===== src/rtl/demux8_router.sv =====
// demux8_router: routes a tagged DW-bit stream to eight one-entry output slots, with unicast or broadcast delivery.
// Optional per-channel delivered-word counters are enabled with `define DEMUX_COUNT_EN.
module demux8_router #(
  parameter int DW = 8
) (
  input  logic            clk,
  input  logic            rst_n,
  input  logic            in_valid,
  output logic            in_ready,
  input  logic [DW-1:0]   in_data,
  input  logic [2:0]      in_sel,
  input  logic            in_bcast,
  output logic [7:0]      out_valid,
  input  logic [7:0]      out_ready,
  output logic [8*DW-1:0] out_data
`ifdef DEMUX_COUNT_EN
  ,
  input  logic [2:0]      cnt_sel,
  output logic [7:0]      cnt_val
`endif
);

  logic [7:0] can_load;
  logic [7:0] load;
  logic       accept;

  // A slot may take a new word when it is empty or being drained this cycle.
  always_comb begin
    can_load = ~out_valid | out_ready;
    in_ready = in_bcast ? (&can_load) : can_load[in_sel];
    accept   = in_valid && in_ready;
    load     = '0;
    for (int k = 0; k < 8; k++) begin
      load[k] = accept && (in_bcast || (in_sel == 3'(k)));
    end
  end

  always_ff @(posedge clk or negedge rst_n) begin
    if (!rst_n) begin
      out_valid <= '0;
      out_data  <= '0;
    end else begin
      for (int k = 0; k < 8; k++) begin
        if (load[k]) begin
          out_valid[k]          <= 1'b1;
          out_data[k*DW +: DW]  <= in_data;
        end else if (out_ready[k]) begin
          out_valid[k]          <= 1'b0;
        end
      end
    end
  end

`ifdef DEMUX_COUNT_EN
  logic [7:0] cnt [8];

  // Counters wrap naturally at 8 bits.
  always_ff @(posedge clk or negedge rst_n) begin
    if (!rst_n) begin
      for (int k = 0; k < 8; k++) cnt[k] <= '0;
    end else begin
      for (int k = 0; k < 8; k++) begin
        if (load[k]) cnt[k] <= cnt[k] + 8'd1;
      end
    end
  end

  assign cnt_val = cnt[cnt_sel];
`endif

endmodule


===== config.mk =====
export PLATFORM = sky130hd
export DESIGN_NAME = demux8_router
export DESIGN_NICKNAME = d
export VERILOG_FILES = /design/src/rtl/demux8_router.sv
export SDC_FILE = /design/constraint.sdc
export NUM_CORES = 1
export LEC_CHECK = 0
export ABC_AREA = 1
export CORE_MARGIN = 5
export CORE_UTILIZATION = 47
export DETAILED_ROUTE_END_ITERATION = 8
export GPL_TIMING_DRIVEN = 0
export PLACE_DENSITY_LB_ADDON = 0.3
export SYNTH_ARGS = -nofsm -noshare
export SYNTH_HDL_FRONTEND = slang
export SYNTH_SLANG_ARGS = --single-unit

===== constraint.sdc =====
create_clock -name clk -period 4.55 [get_ports clk]
set_input_delay 0.91 -clock clk [delete_from_list [all_inputs] [get_ports clk]]
set_output_delay 0.91 -clock clk [all_outputs]
set_load 0.01 [all_outputs]

==> metrics.md, run 1 <==
| Metric | Value |
|---|---|
| Area Growth Syn to Fin | 39.5% |
| CTS Buf Count | 9 |
| Mapped Nets | around 380 |
| Core outline area | 0.00603 sq mm |
| Total die area | 0.00796 sq mm |
| CTS tree | built |
| Setup CP Type | in -> out |
| # DRC | 0 |
| Max_slew headroom | 41.7% |
| Outcome | finished, final reports clean |
| Vias | 2,679 |
| RD Place Congestion | 0.909 |
| Clk pwr share | 25.7% |
| Die height | between 80 and 90 microns |
| Worst hold path type | reg -> reg |
| IO buf count | 86 |
| NumNets Final | between 400 and 500 |
| R2R depth | 8 |
| DRT Pass-1 Iters | 5 |
| Final worst path period need | 3.66 ns |
| # IOs | 96 |
| Most frequent cells in the layout | 209 x nand2_1, 85 x clkdlybuf4s50_1, 72 x dfrtp_1, 23 x inv_1, 18 x nor2_1 |
| Cells after synthesis | 360 |
| Resize count post-CTS | 0 |
| Max_cap viols | 0 |
| Initial DRC count | between 200 and 250 |
| Largest net degree at the start of global routing | 73 |
| Die Wd | 89.2 microns |
| RSZ-0062 raised after global routing | false |
| Setup WS post-layout | 0.890 ns |
| R2R Setup Slk | roughly 2.6 ns |
| Fmax | 273 MHz |
| Worst Skew | 0.00659 ns |
| # clock sinks | 72 |
| Worst-margin pin slew | ~0.87 ns |
| Pins over their slew limit | 0 |
| Antenna viol nets, final | 0 |
| Final period util | ~80% |
| Required @ worst endpoint | 3.64 ns |
| Share of cells above drive strength 1 | 3.90% |
| Initial antenna violation count | 0 |
| Hold path start | out_data[37] |
| CP Capture Type | output pin |
| Routed len/inst | 15.4 microns |
| Ys Warns | 0 |
| RR Startpoint | out_valid[5] |
| Root Driver | clkbuf_8 |
| Yosys reg bits | 72 |
| R2R Path End | out_data[33] |
| Placed cell area | between 0.003 and 0.004 sq mm |
| Post-synthesis sequential area ratio | 61.0% |
| Pre-CTS WS | 0.890 ns |
| Total Neg Setup Slack | 0 ns |
| Most common cell after layout, fill and taps aside | nand2_1 |
| Initial Utilization | 49.0% |
| # hold bufs at CTS | 0 |
| Worst Hold Path EP | out_data[37] |
| PD cells | just over 500 mW/mm^2 |
| Synth Cell Area | 0.00295 sq mm |
| Internal power | approximately 1500 uW |
| Flop pwr share | 42.2% |
| Clk_lat worst skew | 0.33 ns |
| Syn_area_per_cell | between 8 and 9 sq um |
| First-pass GRT wire length | around 13 mm |
| Post-synth cell types | 12 |
| Hold Crit Depth | 2 |
| Bufs on Longest Clock Path | 2 |
| Finish-stage setup viols | 0 |
| FP Rows | 28 |
| Comb pwr share | 32.1% |
| NetSw | ~640 uW |
| Final hold vios | 0 |
| Critical Path Source Type | input pin |
| Total GRT Usage | 22.0% |
| GRT overflow | 0 |
| Vias/cell | ~5.0 |
| Drt total wl | 8.29 mm |
| CTS clk-pin slew, worst paths | 0.07 ns |
| Post-DP HPWL | 5.62 mm |
| Setup repair bufs after CTS | 0 |
| Peak VDD IR | roughly 0.30 mV |
| Antenna Cells | 0 |
| Max FO, Critical Path | 10 |
| Final Cell Area | 0.00412 sq mm |
| Leak Pwr | between 0.002 and 0.0025 uW |
| WP data arrival | 2.75 ns |
| H-tree depth | 3 |
| Sw frac | around 30% |
| Vias in the first global route | 2,581 |
-- how the worst max path moves through the flow --
| stage | start | to | slack (ns) | cells after the start |
|---|---|---|---|---|
| 2_1_floorplan | out_ready[7] | in_ready | 2.05 | 7 |
| 3_3_place_gp | rst_n | out_data[33] | 0.25 | 1 |
| 3_5_place_dp | in_sel[1] | in_ready | 0.89 | 11 |
| 4_1_cts | in_sel[1] | in_ready | 0.88 | 11 |
| 5_1_grt | out_ready[3] | in_ready | 0.75 | 9 |
| 6_report | in_sel[1] | in_ready | 0.89 | 11 |
-- area by class of cell --
cell class | count | area (sq um)
buffer | 11 | 51.3
fill | 516 | 1910
timing repair buffer | 86 | 858
inverter | 23 | 86.3
clock inverter | 3 | 65.1
clock buffer | 13 | 149
tap | 75 | 93.8
multi-input combinational | 254 | 1010
sequential | 72 | 1800
-- synth_stat cells --
| cell | count | area share, % |
|---|---|---|
| buf_1 | 8 | 1.0 |
| nand4_1 | 10 | 2.1 |
| nand3_4 | 1 | 0.59 |
| dfrtp_1 | 72 | 61 |
| o21ai_0 | 7 | 1.2 |
| buf_2 | 2 | 0.34 |
| inv_1 | 23 | 2.9 |
| nand3_1 | 5 | 0.85 |
| nand2_1 | 209 | 27 |
| a21oi_1 | 4 | 0.68 |
| nor2_1 | 18 | 2.3 |
| buf_6 | 1 | 0.38 |
-- layer usage --
| metal | part of all wire, % | vias up | GRT usage [%] |
|---|---|---|---|
| met3 | 6.5 | 13 | 3.59 |
| met1 | 43 | 1276 | 30.5 |
| met2 | 49 | 103 | 35.2 |
| met4 | 1.6 | 0 | 7.98 |
| li1 | - | 1287 | - |
| met5 | 0 | - | 0 |
-- stage by stage --
step	hold WS, ns	total power, uW	utilization [%]	instances
after floorplan	0.516	1160	-	360
after detailed placement	0.465	1590	64.8	521
final	0.481	2130	68.3	537
after global placement	0.464	1580	64.8	521
after CTS	0.485	2150	68.3	537
after global routing	0.501	2240	68.3	537
-- flip-flops by register name (all words and copies together) (netlist names) --
signal	count
out_data	64
out_valid	8
-- cells by family after synthesis --
logic type             Yosys count  share of synthesized area (%)
AOI/OAI and AO/OA               11                           1.87
and+or+nand+nor                243                           32.4
DFF                             72                           61.0
buffers and inverters           34                           4.66
-- power by group through the flow --
| stage | registers, uW | clock network, uW | logic, uW |
|---|---|---|---|
| finish | 898 | 548 | 685 |
| global route | 920 | 581 | 743 |
| CTS | 899 | 553 | 694 |
| detailed placement | 905 | 0 | 688 |
| global placement | 905 | 0 | 672 |
| floorplan | 976 | 0 | 188 |
-- worst max-delay path: stages --
cell and delay, ns:
clkdlybuf4s50_1 0.51, inv_1 0.07, nand2_1 0.12, nor2_1 0.06, nor2_1 0.09, nand3_1 0.08, nand3_1 0.10, buf_6 0.15
nand2_1 0.06, inv_1 0.07, clkdlybuf4s50_1 0.53
Note: power is estimated with default switching activity, not from simulation.
==> inputs of run 2 (changes only) <==
Settings changed: CORE_UTILIZATION 47 to 46.
Clock period 4.55 ns to 3.7 ns, I/O delays scaled along.
==> metrics.md, run 2 (synthesis results as in run 1) <==
| Metric | Value |
|---|---|
| Initial Utilization | 46.7% (-2.2 points) |
| RSZ-0062 raised after global routing | false |
| PD cells | 613 mW/mm^2 (+19%) |
| Die Wd | 90.1 microns (+0.96%) |
| Peak VDD IR | 0.389 mV (+29%) |
| Clk pwr share | 22.7% (-3.0 points) |
| FP Rows | 29 (+3.6%) |
| Vias in the first global route | 2,570 (-0.43%) |
| Pins over their slew limit | 0 (unchanged) |
| Flop pwr share | 43.9% (+1.7 points) |
| Largest register FFs | 64 (unchanged) |
| # DRC | 0 (unchanged) |
| Core outline area | 0.00631 sq mm (+4.8%) |
| Max FO, Critical Path | 10 (unchanged) |
| Vias | 2,645 (-1.3%) |
| Share of cells above drive strength 1 | 4.55% (+0.65 points) |
| Antenna Cells | 0 (unchanged) |
| Drt total wl | 8.20 mm (-1.1%) |
| CP Cell Sequence | clkdlybuf4s50_1, inv_1, nand2_1, nor2_1, nor2_1, nand3_1, nand3_1, buf_6, nand2_1, inv_1, clkdlybuf4s50_1 |
| Finish-stage setup viols | 0 (unchanged) |
| GRT overflow | 0 (unchanged) |
| Area Growth Syn to Fin | 38.5% |
| Final period util | 90.1% |
| Die height | 90.1 microns (+0.96%) |
| CP Capture Type | output pin |
| Total power | 2510 uW (+18%) |
| Initial antenna violation count | 0 (unchanged) |
| Routed len/inst | 15.2 microns (-1.5%) |
| Largest net degree at the start of global routing | 73 (unchanged) |
| Root Driver | clkbuf_8 |
| Fmax | ~300 MHz |
| Leak Pwr | 0.00214 uW (-0.58%) |
| Vias/cell | 4.91 (-1.6%) |
| NetSw | 794 uW (+24%) |
| Top reg by flops | out_data |
| Max_slew headroom | 39.8% (-1.9 points) |
| Antenna viol nets, final | 0 (unchanged) |
| First-pass GRT wire length | 13.2 mm (+1.3%) |
| Max_cap viols | 0 (unchanged) |
| Bufs on Longest Clock Path | 2 (unchanged) |
| Worst Skew | 0.00901 ns (+0.00242 ns) |
| Post-DP HPWL | 5.73 mm (+1.9%) |
| Total die area | 0.00812 sq mm (+1.9%) |
| Top Registers | out_data: 64 flops, out_valid: 8 flops |
| Most frequent cells in the layout | 209 x nand2_1, 85 x clkdlybuf4s50_1, 72 x dfrtp_1, 23 x inv_1, 18 x nor2_1 |
| Final worst path period need | 3.33 ns |
| CTS Buf Count | 9 (unchanged) |
| DRT Pass-1 Iters | 4 (-1) |
| Total GRT Usage | 20.7% (-1.3 points) |
| CTS tree | built |
| # fillers | 555 (+7.6%) |
| NumNets Final | 480 (unchanged) |
| # IOs | 96 (unchanged) |
| WP data arrival | 2.59 ns (-0.16 ns) |
| Clk_lat worst skew | 0.34 ns (about the same) |
| Final Util | 64.8% (-3.6 points) |
| Final hold vios | 0 (unchanged) |
| Required @ worst endpoint | 2.96 ns (-0.68 ns) |
| Critical Path Source Type | input pin |
| Worst-margin pin slew | 0.902 ns (+0.0284 ns) |
| RD Place Congestion | 0.922 (+1.5%) |
| Outcome | finished, final reports clean |
| Internal power | 1710 uW (+15%) |
| Worst hold path type | reg -> reg |
| # hold bufs at CTS | 0 (unchanged) |
| Resize count post-CTS | 0 (unchanged) |
| Initial DRC count | 207 (-2.8%) |
| Setup CP Type | in -> out |
| Most common cell after layout, fill and taps aside | nand2_1 |
| Comb pwr share | 33.3% (+1.2 points) |
| Sw frac | 31.7% (+1.7 points) |
| Slowest stage cell, crit path | clkdlybuf4s50_1 |
| H-tree depth | 3 (unchanged) |
| Setup repair bufs after CTS | 0 (unchanged) |
| IO buf count | 86 (unchanged) |
| Hold slack | 0.479 ns (-0.00230 ns) |
| CTS clk-pin slew, worst paths | 0.07 ns (about the same) |
| # clock sinks | 72 (unchanged) |
| Max incr delay on CP | 0.56 ns (+0.03 ns) |
run 2: metrics by stage:
stage          worst slack, ns  setup TNS (ns)  area, sq um  cells
2_1_floorplan             1.54               0         2950    360
3_3_place_gp            -0.469          -33.48         3910    523
3_5_place_dp             0.398               0         3910    523
4_1_cts                  0.388               0         4090    539
5_1_grt                  0.269               0         4090    539
6_report                 0.365               0         4090    539
run 2: worst paths after layout:
kind                                    from      endpoint  slack [ns]  cells after the start
worst max-delay path               in_sel[1]      in_ready        0.37                     11
worst min-delay path            out_data[32]  out_data[32]        0.48                      2
worst max register to register  out_valid[4]  out_data[54]        1.79                     10
worst min register to register  out_data[32]  out_data[32]        0.48                      2
max in group asynchronous              rst_n  out_data[57]        2.59                      1
min in group asynchronous              rst_n  out_data[52]        0.51                      1
run 2: metal layers:
metal	GRT usage, %	part of all wire (%)	vias to the layer above
met3	5.09	5.9	17
li1	-	-	1292
met1	28.3	43	1255
met5	0	0	-
met4	9.55	2.3	0
met2	31.0	48	81
run 2: final cells by class:
class / count / area (sq um) / area share (%)
inverter: 23 / 86.3 / 2.11
timing repair buffer: 86 / 858 / 21.0
tap: 77 / 96.3 / 2.36
clock buffer: 11 / 151 / 3.70
multi-input combinational: 254 / 1010 / 24.8
buffer: 11 / 51.3 / 1.25
clock inverter: 5 / 31.3 / 0.765
sequential: 72 / 1800 / 44.1
run 2: worst max-delay path: cells and delay by family:
| family | cells | cell delay [ns] |
|---|---|---|
| simple gates | 6 | 0.49 |
| buf+inv | 5 | 1.35 |
run 2: power by group through the flow:
stage	clock [uW]	sequential, uW	combinational [uW]
2_1_floorplan	0	1200	232
3_3_place_gp	0	1110	828
3_5_place_dp	0	1110	848
4_1_cts	583	1100	851
5_1_grt	624	1130	910
6_report	570	1100	836
==> inputs of run 3 (changes only) <==
Settings changed: CORE_UTILIZATION 46 to 47, CTS_BUF_LIST from default to sky130_fd_sc_hd__clkbuf_8, GPL_ROUTABILITY_DRIVEN from default to 0.
==> metrics.md, run 3 (synthesis results as in run 1) <==
| Metric | Value |
|---|---|
| Pre-CTS WS | 0.380 ns (-0.0173 ns) |
| CTS clk-pin slew, worst paths | 0.07 ns (about the same) |
| IO buf count | 86 (unchanged) |
| Largest net degree at the start of global routing | 73 (unchanged) |
| Required @ worst endpoint | 2.96 ns (about the same) |
| Vias/cell | 5.00 (+1.9%) |
| GRT overflow | 0 (unchanged) |
| Critical Path Source Type | input pin |
| Pins over their slew limit | 0 (unchanged) |
| Vias | 2,685 (+1.5%) |
| Die Wd | 89.2 microns (-0.95%) |
| Top reg by flops | out_data |
| NumNets Final | 480 (unchanged) |
| # DRC | 0 (unchanged) |
| Final period util | 90.1% (about the same) |
| Initial antenna violation count | 0 (unchanged) |
| # IOs | 96 (unchanged) |
| Largest register FFs | 64 (unchanged) |
| Worst hold path type | reg -> reg |
| Leak Pwr | 0.00216 uW (+1.2%) |
| CP Cell Sequence | clkdlybuf4s50_1, inv_1, nand2_1, nor2_1, nor2_1, nand3_1, nand3_1, buf_6, nand2_1, inv_1, clkdlybuf4s50_1 |
| CTS tree | built |
| R2R Path End | out_data[33] |
| Post-DP HPWL | 5.62 mm (-1.9%) |
| DRT Pass-1 Iters | 5 (+1) |
| Outcome | finished, final reports clean |
| # clock sinks | 72 (unchanged) |
| Finish-stage setup viols | 0 (unchanged) |
| Total die area | 0.00796 sq mm (-1.9%) |
| Total power | 2610 uW (+4.2%) |
| Antenna Cells | 0 (unchanged) |
| Bufs on Longest Clock Path | 2 (unchanged) |
| Peak VDD IR | 0.372 mV (-4.3%) |
| Setup CP Type | in -> out |
| Final Cell Area | 0.00412 sq mm (+0.70%) |
| Total Neg Setup Slack | 0 ns (unchanged) |
| RR Startpoint | out_valid[5] |
| WP data arrival | 2.59 ns (about the same) |
| Area Growth Syn to Fin | 39.5% |
| Hold path start | out_data[37] |
| Clk_lat worst skew | 0.33 ns (about the same) |
| RSZ-0062 raised after global routing | false |
| Final worst path period need | 3.33 ns (-0.00179 ns) |
| Worst-margin pin slew | 0.873 ns (-0.0294 ns) |
| PD cells | 635 mW/mm^2 (+3.4%) |
| Placed cell area | 0.00390 sq mm (about the same) |
| R2R depth | 8 (-2) |
| Setup repair bufs after CTS | 0 (unchanged) |
| Resize count post-CTS | 0 (unchanged) |
| R2R Setup Slk | 1.77 ns (-0.02 ns) |
| Die height | 89.2 microns (-0.95%) |
| # fillers | 516 (-7.0%) |
| Worst Skew | 0.00761 ns (-0.00140 ns) |
| CTS Buf Count | 9 (unchanged) |
| Worst Hold Path EP | out_data[37] |
| Final hold vios | 0 (unchanged) |
| Max_slew headroom | 41.8% (+2.0 points) |
| Fmax | 300 MHz (about the same) |
| Most common cell after layout, fill and taps aside | nand2_1 |
| Routed len/inst | 15.4 microns (+1.2%) |
| # hold bufs at CTS | 0 (unchanged) |
| Top Registers | out_data: 64 flops, out_valid: 8 flops |
| Max_cap viols | 0 (unchanged) |
| Antenna viol nets, final | 0 (unchanged) |
| Initial DRC count | 216 (+4.3%) |
| First-pass GRT wire length | 13.0 mm (-1.3%) |
| Core outline area | 0.00603 sq mm (-4.6%) |
| CP Capture Type | output pin |
| Max incr delay on CP | 0.53 ns (-0.03 ns) |
| Max FO, Critical Path | 10 (unchanged) |
| Setup WS post-layout | 0.367 ns (+0.00179 ns) |
| FP Rows | 28 (-3.4%) |
| Slowest stage cell, crit path | clkdlybuf4s50_1 |
| Most frequent cells in the layout | 209 x nand2_1, 85 x clkdlybuf4s50_1, 72 x dfrtp_1, 26 x inv_1, 18 x nor2_1 |
| Hold Crit Depth | 2 (unchanged) |
| Initial Utilization | 49.0% (+2.2 points) |
| H-tree depth | 3 (unchanged) |
| Total GRT Usage | 22.0% (+1.3 points) |
| Drt total wl | 8.27 mm (+0.84%) |
| Share of cells above drive strength 1 | 3.90% (-0.65 points) |
| Vias in the first global route | 2,581 (+0.43%) |
| Root Driver | clkbuf_8 |
run 3: per-layer routing:
layer	routed length, microns	global-route usage (%)	up-vias
li1	-	-	1286
met1	3480	30.5	1260
met2	4040	35.2	127
met3	599	3.59	12
met4	142	7.98	0
met5	0	0	-
run 3: per-stage QoR:
step | utilization (%) | hold slack, ns | std cells
floorplan | - | 0.444 | 360
global placement | 64.8 | 0.464 | 521
detailed placement | 64.8 | 0.465 | 521
CTS | 68.3 | 0.485 | 537
global route | 68.3 | 0.501 | 537
finish | 68.3 | 0.481 | 537
run 3: how the worst max path moves through the flow:
stage	from	end
5_1_grt	out_ready[3]	in_ready
6_report	in_sel[1]	in_ready
2_1_floorplan	out_ready[7]	in_ready
4_1_cts	in_sel[1]	in_ready
3_3_place_gp	rst_n	out_data[33]
3_5_place_dp	in_sel[1]	in_ready
run 3: cell type report:
class | instances | area, sq um | area share, %
buffer | 11 | 51.3 | 1.25
clock buffer | 10 | 138 | 3.34
clock inverter | 6 | 76.3 | 1.85
inverter | 23 | 86.3 | 2.10
multi-input combinational | 254 | 1010 | 24.6
sequential | 72 | 1800 | 43.8
tap | 75 | 93.8 | 2.28
timing repair buffer | 86 | 858 | 20.8
run 3: critical path, delay by kind of cell:
family	cells	cell delay (ns)
and+or+nand+nor	6	0.51
buffers and inverters	5	1.34
run 3: power breakdown:
group	switching, uW	internal [uW]
registers	117	987
clock network	277	390
logic	392	450
total	786	1830
